<file path="config.mk">
export PLATFORM = sky130hd
export DESIGN_NAME = hazard_stall_unit
export DESIGN_NICKNAME = d
export VERILOG_FILES = /design/src/rtl/hazard_stall_unit.sv
export SDC_FILE = /design/constraint.sdc
export NUM_CORES = 1
export LEC_CHECK = 0
export CORE_UTILIZATION = 41
export DETAILED_ROUTE_END_ITERATION = 12
export PLACE_DENSITY = 0.83
export RECOVER_POWER = 50
export SETUP_SLACK_MARGIN = 0.05
export SYNTH_ARGS = -nofsm -noshare
export SYNTH_HDL_FRONTEND = slang
export SYNTH_SLANG_ARGS = --single-unit
</file>
<file path="constraint.sdc">
create_clock -name clk -period 2.2 [get_ports clk]
set_clock_uncertainty 0.05 [all_clocks]
set_input_delay 0.44 -clock clk [delete_from_list [all_inputs] [get_ports clk]]
set_output_delay 0.44 -clock clk [all_outputs]
set_load 0.05 [all_outputs]
</file>
<file path="src/rtl/hazard_stall_unit.sv">
// Hazard stall / freeze controller.
// Detects load-use and ID-branch hazards that bypassing cannot resolve, freezes the front
// of the pipeline while a multi-cycle MULT/DIV occupies EX, and counts stalled cycles.
module hazard_stall_unit #(
    parameter int unsigned CNT_W      = 16,
    parameter int unsigned MD_TIMEOUT = 64
) (
    input  logic             clk,
    input  logic             rst_n,
    input  logic [4:0]       rs_ID,
    input  logic [4:0]       rt_ID,
    input  logic             usesRt_ID,
    input  logic             branch_ID,
    input  logic             memRead_EX,
    input  logic             regWrite_EX,
    input  logic [4:0]       writeRegAddress_EX,
    input  logic             regWrite_MEM,
    input  logic [4:0]       writeRegAddress_MEM,
    input  logic             mdStart_EX,
    input  logic             mdDone,
    output logic             pcWrite,
    output logic             ifIdWrite,
    output logic             idExWrite,
    output logic             idExBubble,
    output logic             exMemBubble,
    output logic             mdBusy,
    output logic             mdError,
    output logic [CNT_W-1:0] stallCycles
);

    localparam logic [0:0] StIdle   = 1'b0;
    localparam logic [0:0] StMdBusy = 1'b1;

    localparam int unsigned    TmoW    = $clog2(MD_TIMEOUT);
    localparam logic [TmoW-1:0] TmoLast = TmoW'(MD_TIMEOUT - 1);

    logic [0:0]       state_q, state_d;
    logic [TmoW-1:0]  md_cnt_q, md_cnt_d;
    logic             md_error_q, md_error_d;
    logic [CNT_W-1:0] stall_cycles_q, stall_cycles_d;

    logic ex_match, mem_match;
    logic load_use, br_haz, stall, timeout_hit, freeze;

    // Source-match checks: rt only counts when the ID instruction actually reads it.
    always_comb begin
        ex_match  = (writeRegAddress_EX != 5'd0) &&
                    ((writeRegAddress_EX == rs_ID) ||
                     ((usesRt_ID || branch_ID) && (writeRegAddress_EX == rt_ID)));
        mem_match = (writeRegAddress_MEM != 5'd0) &&
                    ((writeRegAddress_MEM == rs_ID) ||
                     ((usesRt_ID || branch_ID) && (writeRegAddress_MEM == rt_ID)));
        load_use  = memRead_EX && regWrite_EX && ex_match;
        br_haz    = branch_ID && ((regWrite_EX && ex_match) || (regWrite_MEM && mem_match));
        stall     = load_use || br_haz;
        timeout_hit = (state_q == StMdBusy) && (md_cnt_q == TmoLast);
        // Freeze drops on the mdDone / timeout cycle so the op leaves EX at that edge.
        freeze    = ((state_q == StIdle) && mdStart_EX) ||
                    ((state_q == StMdBusy) && !mdDone && !timeout_hit);
    end

    // Pipeline control outputs; freeze outranks stall, reset forces free-running.
    always_comb begin
        pcWrite     = 1'b1;
        ifIdWrite   = 1'b1;
        idExWrite   = 1'b1;
        idExBubble  = 1'b0;
        exMemBubble = 1'b0;
        if (rst_n) begin
            if (freeze) begin
                pcWrite     = 1'b0;
                ifIdWrite   = 1'b0;
                idExWrite   = 1'b0;
                exMemBubble = 1'b1;
            end else if (stall) begin
                pcWrite    = 1'b0;
                ifIdWrite  = 1'b0;
                idExBubble = 1'b1;
            end
        end
    end

    // MULT/DIV occupancy FSM with timeout watchdog and saturating stall counter.
    always_comb begin
        state_d        = state_q;
        md_cnt_d       = md_cnt_q;
        md_error_d     = md_error_q;
        stall_cycles_d = stall_cycles_q;
        unique case (state_q)
            StIdle: begin
                if (mdStart_EX) begin
                    state_d  = StMdBusy;
                    md_cnt_d = '0;
                end
            end
            StMdBusy: begin
                // A done pulse on the last allowed cycle counts as a normal completion.
                if (mdDone) begin
                    state_d = StIdle;
                end else if (timeout_hit) begin
                    state_d    = StIdle;
                    md_error_d = 1'b1;
                end else begin
                    md_cnt_d = md_cnt_q + 1'b1;
                end
            end
            default: state_d = StIdle;
        endcase
        if (!pcWrite && !(&stall_cycles_q)) begin
            stall_cycles_d = stall_cycles_q + 1'b1;
        end
    end

    // State registers with synchronous active-low reset.
    always_ff @(posedge clk) begin
        if (!rst_n) begin
            state_q        <= StIdle;
            md_cnt_q       <= '0;
            md_error_q     <= 1'b0;
            stall_cycles_q <= '0;
        end else begin
            state_q        <= state_d;
            md_cnt_q       <= md_cnt_d;
            md_error_q     <= md_error_d;
            stall_cycles_q <= stall_cycles_d;
        end
    end

    assign mdBusy      = (state_q == StMdBusy);
    assign mdError     = md_error_q;
    assign stallCycles = stall_cycles_q;

endmodule
</file>
==> summary.md, run 1 <==
| Metric | Value |
|---|---|
| Status | finished with violations |
| Violated checks | negative setup slack |
| Fmax | 0.4097 GHz |
| Syn nets | 209 |
| Final Net Count | 292 |
| Layout cells sized above 1 | 35.38% |
| Mux cell area share after synthesis | 4.027% |
| Global-route wire length before repair | 7.948 mm |
| Routability congestion estimate | 0.9306 |
| Routed length per instance | 16.76 um |
| Max-slew violations | 0 |
| Ys async rst share | 0% |
| CTS buffer count | 3 |
| Overall power | 1112 uW |
| Final worst slack | -0.2407 ns |
| Place WS | -0.5966 ns |
| Lkg Pwr | 0.0009938 uW |
| Synthesized area per cell | 8.379 um2 |
| Post-CTS Hold Buffers | 0 |
| VDD IR max | 0.2930 mV |
| Relative slew slack | about 57% |
| Critical Path Max Stage Delay | 0.51 ns |
| Diode count | 0 |
| Area post-placement | about 0.0023 mm2 |
| Post-synthesis simple-gate area fraction | 27.94% |
| DRT iter0 DRCs | 143 |
| Critical-path top delay cell | or4_4 |
| First-pass iteration count of the detailed router | 4 |
| Final period utilization | 110.9% |
| Fin crit period | 2.441 ns |
| Critical path endpoint category | output pin |
| Chip height | 62.31 um |
| Pin count of the biggest net entering global routing | 21 |
| TritonCTS Sinks | 24 |
| Clock root cell | clkbuf_4 |
| Critical path class | in -> out |
| Count of different cell masters after synthesis | 38 |
| Post-DRT Antenna Nets | 0 |
| Max H-tree Level | 1 |
| # fillers | 224 |
| Post-Route WL | 5.129 mm |
| Worst-Skew Late Latency | 0.33 ns |
| Die X | 62.31 um |
| Global Route Usage Sum | 25.16% |
| FP Rows | 21 |
| Initial antenna violation count | 0 |
| Xor and xnor area share after synthesis | 14.09% |
| Synth Flop Type | dfxtp_1 |
| Seq cells post-synth | 24 |
| Max cap viols | 0 |
| Main combinational cell family by area after synthesis | simple AND/OR/NAND/NOR gates |
| Syn. warnings | 0 |
| CTS Buffer Depth | 2 |
| Post-Layout Inst Area | 0.002579 mm2 |
| Synth Area in Compound Gates | 14.93% |
| Post-synth EDFFs | 0 |
| Die area | 0.003883 mm2 |
| Unrepaired setup endpoints after global routing | true |
| CP cell instances | buf_8 > or4_4 > o211ai_1 > o22ai_2 > buf_4 > a21oi_4 > buf_12 |
| # setup viols final | 5 |
| Pwr Density | 431.1 mW/mm2 |
| Post-route DRC | 0 |
| Final hold slack | 0.4292 ns |
| Initial Util | 43.66% |
| Vias in the first global route | 1,702 |
| Mapped Area | about 0.0015 mm2 |
| Clock-pin slew on the worst setup and hold paths | around 0.13 ns |
| CP required | 1.71 ns |
| DPL Wire Length | a little over 3 mm |
| Slew of the pin with the lowest slew margin | 0.6408 ns |
| Fin. Hold Viols | 0 |
| GRT Residual Overflow | 0 |
| Worst min path class | reg -> reg |
| Vias per cell | 5.657 |
| P&R area growth vs syn | 72.90% |
| Critical Path AT | just under 2 ns |
| IO buf count | 51 |
| Vias | 1,731 |
| Register area share after synthesis | 32.21% |
| Critical path launch point type | primary input |
| CP Max Fanout | 3 |
| Post-synthesis adder-cell area fraction | 1.678% |
| CTS tree | built |
| Core area | 0.003416 mm2 |
| Number of primary I/O pins | 52 |
| Post-synthesis cell count | 178 |
[final cells by class]
class / instances / area (um2) / share of cell area [%]
tap: 46 / 57.56 / 2.232
sequential: 24 / 490.5 / 19.02
multi-input combinational: 144 / 1145 / 44.40
clock buffer: 4 / 47.55 / 1.844
timing repair buffer: 84 / 819.5 / 31.78
inverter: 4 / 18.77 / 0.7278
[worst max-delay path: cells and delay by family]
family	cells	cell delay (ns)
compound gates	3	0.57
buf+inv	3	0.42
simple gates	1	0.51
[state kept, by name (all words and copies together), names as in the netlist]
signal / flops
stallCycles: 16
md_cnt_q: 6
mdBusy: 1
mdError: 1
[stage by stage]
stage / instances / setup TNS, ns / utilization (%)
2_1_floorplan: 178 / -0.2074 / -
3_3_place_gp: 290 / -8.688 / 67.14
3_5_place_dp: 290 / -9.082 / 67.14
4_1_cts: 302 / -0.7346 / 72.05
5_1_grt: 306 / -1.116 / 75.49
6_report: 306 / -0.6911 / 75.49
[cells in the mapped netlist (4+ instances only)]
cell type  number  area [um2]
dfxtp_1        24       480.5
nand2_1        19       71.32
nand3_1        19       95.09
xnor2_1        19       166.4
nor2_1         14       52.55
a21oi_1         8       40.04
mux2i_1         6       60.06
or4_1           5       37.54
xor2_1          5       43.79
nand4_1         4       25.02
nor4_1          4       25.02
o21ai_0         4       20.02
o31ai_1         4       30.03
[metal layers]
metal | track usage (%) | up-vias | routed length [um]
li1 | - | 830 | -
met1 | 31.79 | 836 | 2209
met2 | 43.41 | 57 | 2576
met3 | 4.228 | 8 | 270
met4 | 7.849 | 0 | 72
met5 | 0 | - | 0
[repair_timing]
action / 4_1_cts / 5_1_grt
gates cloned: 2 / 0
gates resized for setup: 79 / 40
setup endpoints to repair: 21 / 24
pin swaps: 25 / 17
setup buffers: 6 / 4
[cells in the final DEF (no fill, tap or decap), drive strengths merged, types with 2 or more instances in the layout]
| master | instances |
|---|---|
| nand2 | 20 |
| nand3 | 19 |
| xor2 | 5 |
| a21oi | 8 |
| o41ai | 3 |
| o221ai | 2 |
| nand2b | 3 |
| o32a | 2 |
| mux2i | 6 |
| ha | 2 |
| xnor2 | 19 |
| buf | 46 |
| clkdlybuf4s50 | 12 |
| or2 | 2 |
| dlygate4sd2 | 8 |
| and3 | 3 |
| dlygate4sd3 | 3 |
| nor4 | 4 |
| clkbuf | 14 |
| or4 | 6 |
| o311ai | 3 |
| o31ai | 4 |
| nor2 | 14 |
| o21ai | 4 |
| and2 | 2 |
| clkdlybuf4s15 | 4 |
| and4 | 3 |
| dfxtp | 24 |
| nand4 | 4 |
| inv | 2 |
[cell families after synthesis]
family                   after synthesis
AND/OR/NAND/NOR                       81
AO/OA/AOI/OAI                         31
XOR/XNOR                              24
flip-flops                            24
buffers and inverters                 10
multiplexers                           6
adder cells (fa/ha/maj)                2
[path summary, 6_finish.rpt]
path / slack (ns) / startpoint / to / cells past startpoint
setup / recovery: -0.24 / writeRegAddress_MEM[1] / pcWrite / 7
hold / removal: 0.43 / mdError / mdError / 2
setup reg to reg: 0.06 / stallCycles[0] / stallCycles[14] / 7
hold reg to reg: 0.43 / mdError / mdError / 2
[where the power goes]
group / leakage, uW / switching (uW) / total (uW) / internal (uW)
combinational: 0.000772 / 185 / 381 / 196
clock: 0.0000261 / 141 / 280 / 139
sequential: 0.000196 / 9.34 / 451 / 441
Note: power is estimated with default switching activity, not from simulation.
==> run 2, diff against run 1 <==
Settings changed: CAP_MARGIN set to 40.
==> results of run 2 <==
No change in the layout: final DEF, timing and power equal those of run 1.
==> run 3, diff against run 2 <==
Settings changed: TNS_END_PERCENT set to 20.
==> summary.md, run 3 (synthesis gave the netlist of run 1 again) <==
| Metric | Value |
|---|---|
| Post-Place Cells | 294 (+1.4%) |
| Final Net Count | 291 (-0.34%) |
| Vias per cell | 5.466 (-3.4%) |
| Clock-pin slew on the worst setup and hold paths | 0.13 ns (about the same) |
| Violated checks | negative setup slack |
| Diode count | 0 (unchanged) |
| Lkg Pwr | 0.0009357 uW (-5.8%) |
| Fin crit period | 2.354 ns (-0.08638 ns) |
| Crit path buffers/inverters | 3 (unchanged) |
| Post-Route WL | 4.299 mm (-16%) |
| Fmax | 0.4248 GHz (+3.7%) |
| Global-route wire length before repair | 7.051 mm (-11%) |
| Cell mode on critical path | buf_6 |
| Crit path max-delay family | simple AND/OR/NAND/NOR gates |
| Final hold slack | 0.4429 ns (+0.01373 ns) |
| Critical Path AT | 1.86 ns (-0.09 ns) |
| Post-route DRC | 0 (unchanged) |
| Post-DRT Antenna Nets | 0 (unchanged) |
| Routed length per instance | 14.10 um (-16%) |
| Status | finished with violations |
| Reg2reg start | stallCycles[1] |
| Number of primary I/O pins | 52 (unchanged) |
| Unrepaired setup endpoints after global routing | true |
| Critical path launch point type | primary input |
| Die area | 0.003883 mm2 (unchanged) |
| First-pass iteration count of the detailed router | 4 (unchanged) |
| Vias | 1,667 (-3.7%) |
| Initial Util | 43.66% (unchanged) |
| Max H-tree Level | 1 (unchanged) |
| FP Rows | 21 (unchanged) |
| # fillers | 255 (+14%) |
| Flop2flop setup slack | 0.19 ns (+0.13 ns) |
| Die X | 62.31 um (unchanged) |
| TritonCTS Sinks | 24 (unchanged) |
| Crit. path cell count | 7 (unchanged) |
| CP Max Fanout | 2 (-1) |
| VDD IR max | 0.4039 mV (+38%) |
| GRT met2 Usage | 39.42% (-4.0 points) |
| Critical-path top delay cell | or4_4 |
| Global Route Usage Sum | 22.43% (-2.7 points) |
| GR met3 Demand/Resource | 4.044% (-0.18 points) |
| Layout cells sized above 1 | 32.05% (-3.3 points) |
| Vias in the first global route | 1,570 (-7.8%) |
| Final period utilization | 107.0% (-3.9 points) |
| Reg area | 485.5 um2 (-1.0%) |
| Worst min path class | reg -> reg |
| DPL Wire Length | 2.998 mm (-3.2%) |
| CP required | 1.71 ns (about the same) |
| Clock root cell | clkbuf_4 |
| Final worst slack | -0.1543 ns (+0.08638 ns) |
| Routability congestion estimate | 0.9222 (-0.90%) |
| Pwr Density | 404.7 mW/mm2 (-6.1%) |
| Critical path endpoint category | output pin |
| Critical path class | in -> out |
| Most used routing layer | met2 |
| Post-CTS Hold Buffers | 0 (unchanged) |
| Worst hold path depth | 2 (unchanged) |
| Worst hold start | md_cnt_q[1] |
| Chip height | 62.31 um (unchanged) |
| Non-filler instance count after layout | 305 (-0.33%) |
| Pin count of the biggest net entering global routing | 21 (unchanged) |
| CTS buffer count | 3 (unchanged) |
| Met1 Usage GRT | 28.17% (-3.6 points) |
| CP cell instances | buf_6 > buf_6 > or4_4 > o221ai_4 > o22ai_4 > a21oi_4 > buf_12 |
| Max-slew violations | 0 (unchanged) |
| Area of the multi-input gates | 0.001077 mm2 (-5.9%) |
| DRT iter0 DRCs | 127 (-11%) |
| Worst-Skew Late Latency | 0.32 ns (about the same) |
| Relative slew slack | 60.48% (+3.6 points) |
| RR Endpoint | stallCycles[14] |
| Max cap viols | 0 (unchanged) |
| GRT Residual Overflow | 0 (unchanged) |
| Initial antenna violation count | 0 (unchanged) |
| P&R area growth vs syn | 64.85% |
| Post-route setup TNS | -0.5545 ns (+0.1366 ns) |
| Slew of the pin with the lowest slew margin | 0.5954 ns (-0.04534 ns) |
| Number of flip-flops in the largest register | 16 (unchanged) |
| Commonest non-fill, non-tap cell in the layout | dfxtp_1 |
| Commonest non-fill, non-tap cells in the layout | dfxtp_1, buf_4, nand2_1 |
| Fin. Hold Viols | 0 (unchanged) |
| R2R cell count | 7 (unchanged) |
| Core area | 0.003416 mm2 (unchanged) |
| Critical Path Max Stage Delay | 0.54 ns (+0.03 ns) |
| WHS Endpoint | md_cnt_q[1] |
| IO buf count | 51 (unchanged) |
| # setup viols final | 8 (+3) |
| CTS Buffer Depth | 2 (unchanged) |
| CTS tree | built |
==> run 3: cell count changes in the layout (fill, tap and decap cells not counted), moves of 3 or more <==
cell | before | now
dlygate4sd3_1 | 3 | 7
buf_2 | 8 | 4
clkdlybuf4s15_1 | 4 | 0
or4_1 | 0 | 3
nor4_4 | 3 | 0
or4_4 | 6 | 3
buf_8 | 3 | 0
buf_6 | 7 | 16
==> run 3: stage by stage <==
stage	worst slack (ns)	utilization [%]	cell area, um2	total power [uW]
floorplan	-0.2076	-	1567	616.0
global placement	-0.5682	67.91	2320	764.1
detailed placement	-0.5986	67.91	2320	768.2
CTS	-0.2375	71.17	2431	982.9
global route	-0.2031	71.98	2459	1042
finish	-0.1543	71.98	2459	994.9
==> run 3: worst max-delay path by stage <==
stage,start,end,slack (ns)
finish,writeRegAddress_EX[3],pcWrite,-0.15
global route,rs_ID[2],idExBubble,-0.20
CTS,writeRegAddress_MEM[4],pcWrite,-0.24
detailed placement,rt_ID[1],idExBubble,-0.60
global placement,writeRegAddress_MEM[2],stallCycles[8],-0.57
floorplan,writeRegAddress_MEM[1],pcWrite,-0.21
==> run 3: area by class of cell <==
| type | instances | share of cell area, % |
|---|---|---|
| Clock buffer | 4 | 1.069 |
| Inverter | 4 | 0.7634 |
| Multi-Input combinational cell | 144 | 43.82 |
| Sequential cell | 24 | 19.75 |
| Tap cell | 46 | 2.341 |
| Timing Repair Buffer | 83 | 32.26 |
==> run 3: worst min-delay path, delay by kind of cell (launching register included) <==
family / cells / cell delay [ns]
AOI/OAI and AO/OA: 1 / 0.05
and+or+nand+nor: 1 / 0.06
DFF: 1 / 0.35
==> run 3: routing by layer <==
layer	up-vias	wire length, um
met5	-	0
met4	0	39
met3	9	163
met2	39	2220
met1	796	1875
li1	823	-
==> run 3: power breakdown <==
group	switching (uW)	internal [uW]
clock	133	71.1
combinational	168	173
sequential	7.48	442
==> run 3: what timing repair did <==
action / 4_1_cts / 5_1_grt
gates resized for setup: 68 / 32
setup endpoints to repair: 20 / 21
pin swaps: 21 / 16
cloned: 1 / 0
setup buffers: 5 / 1
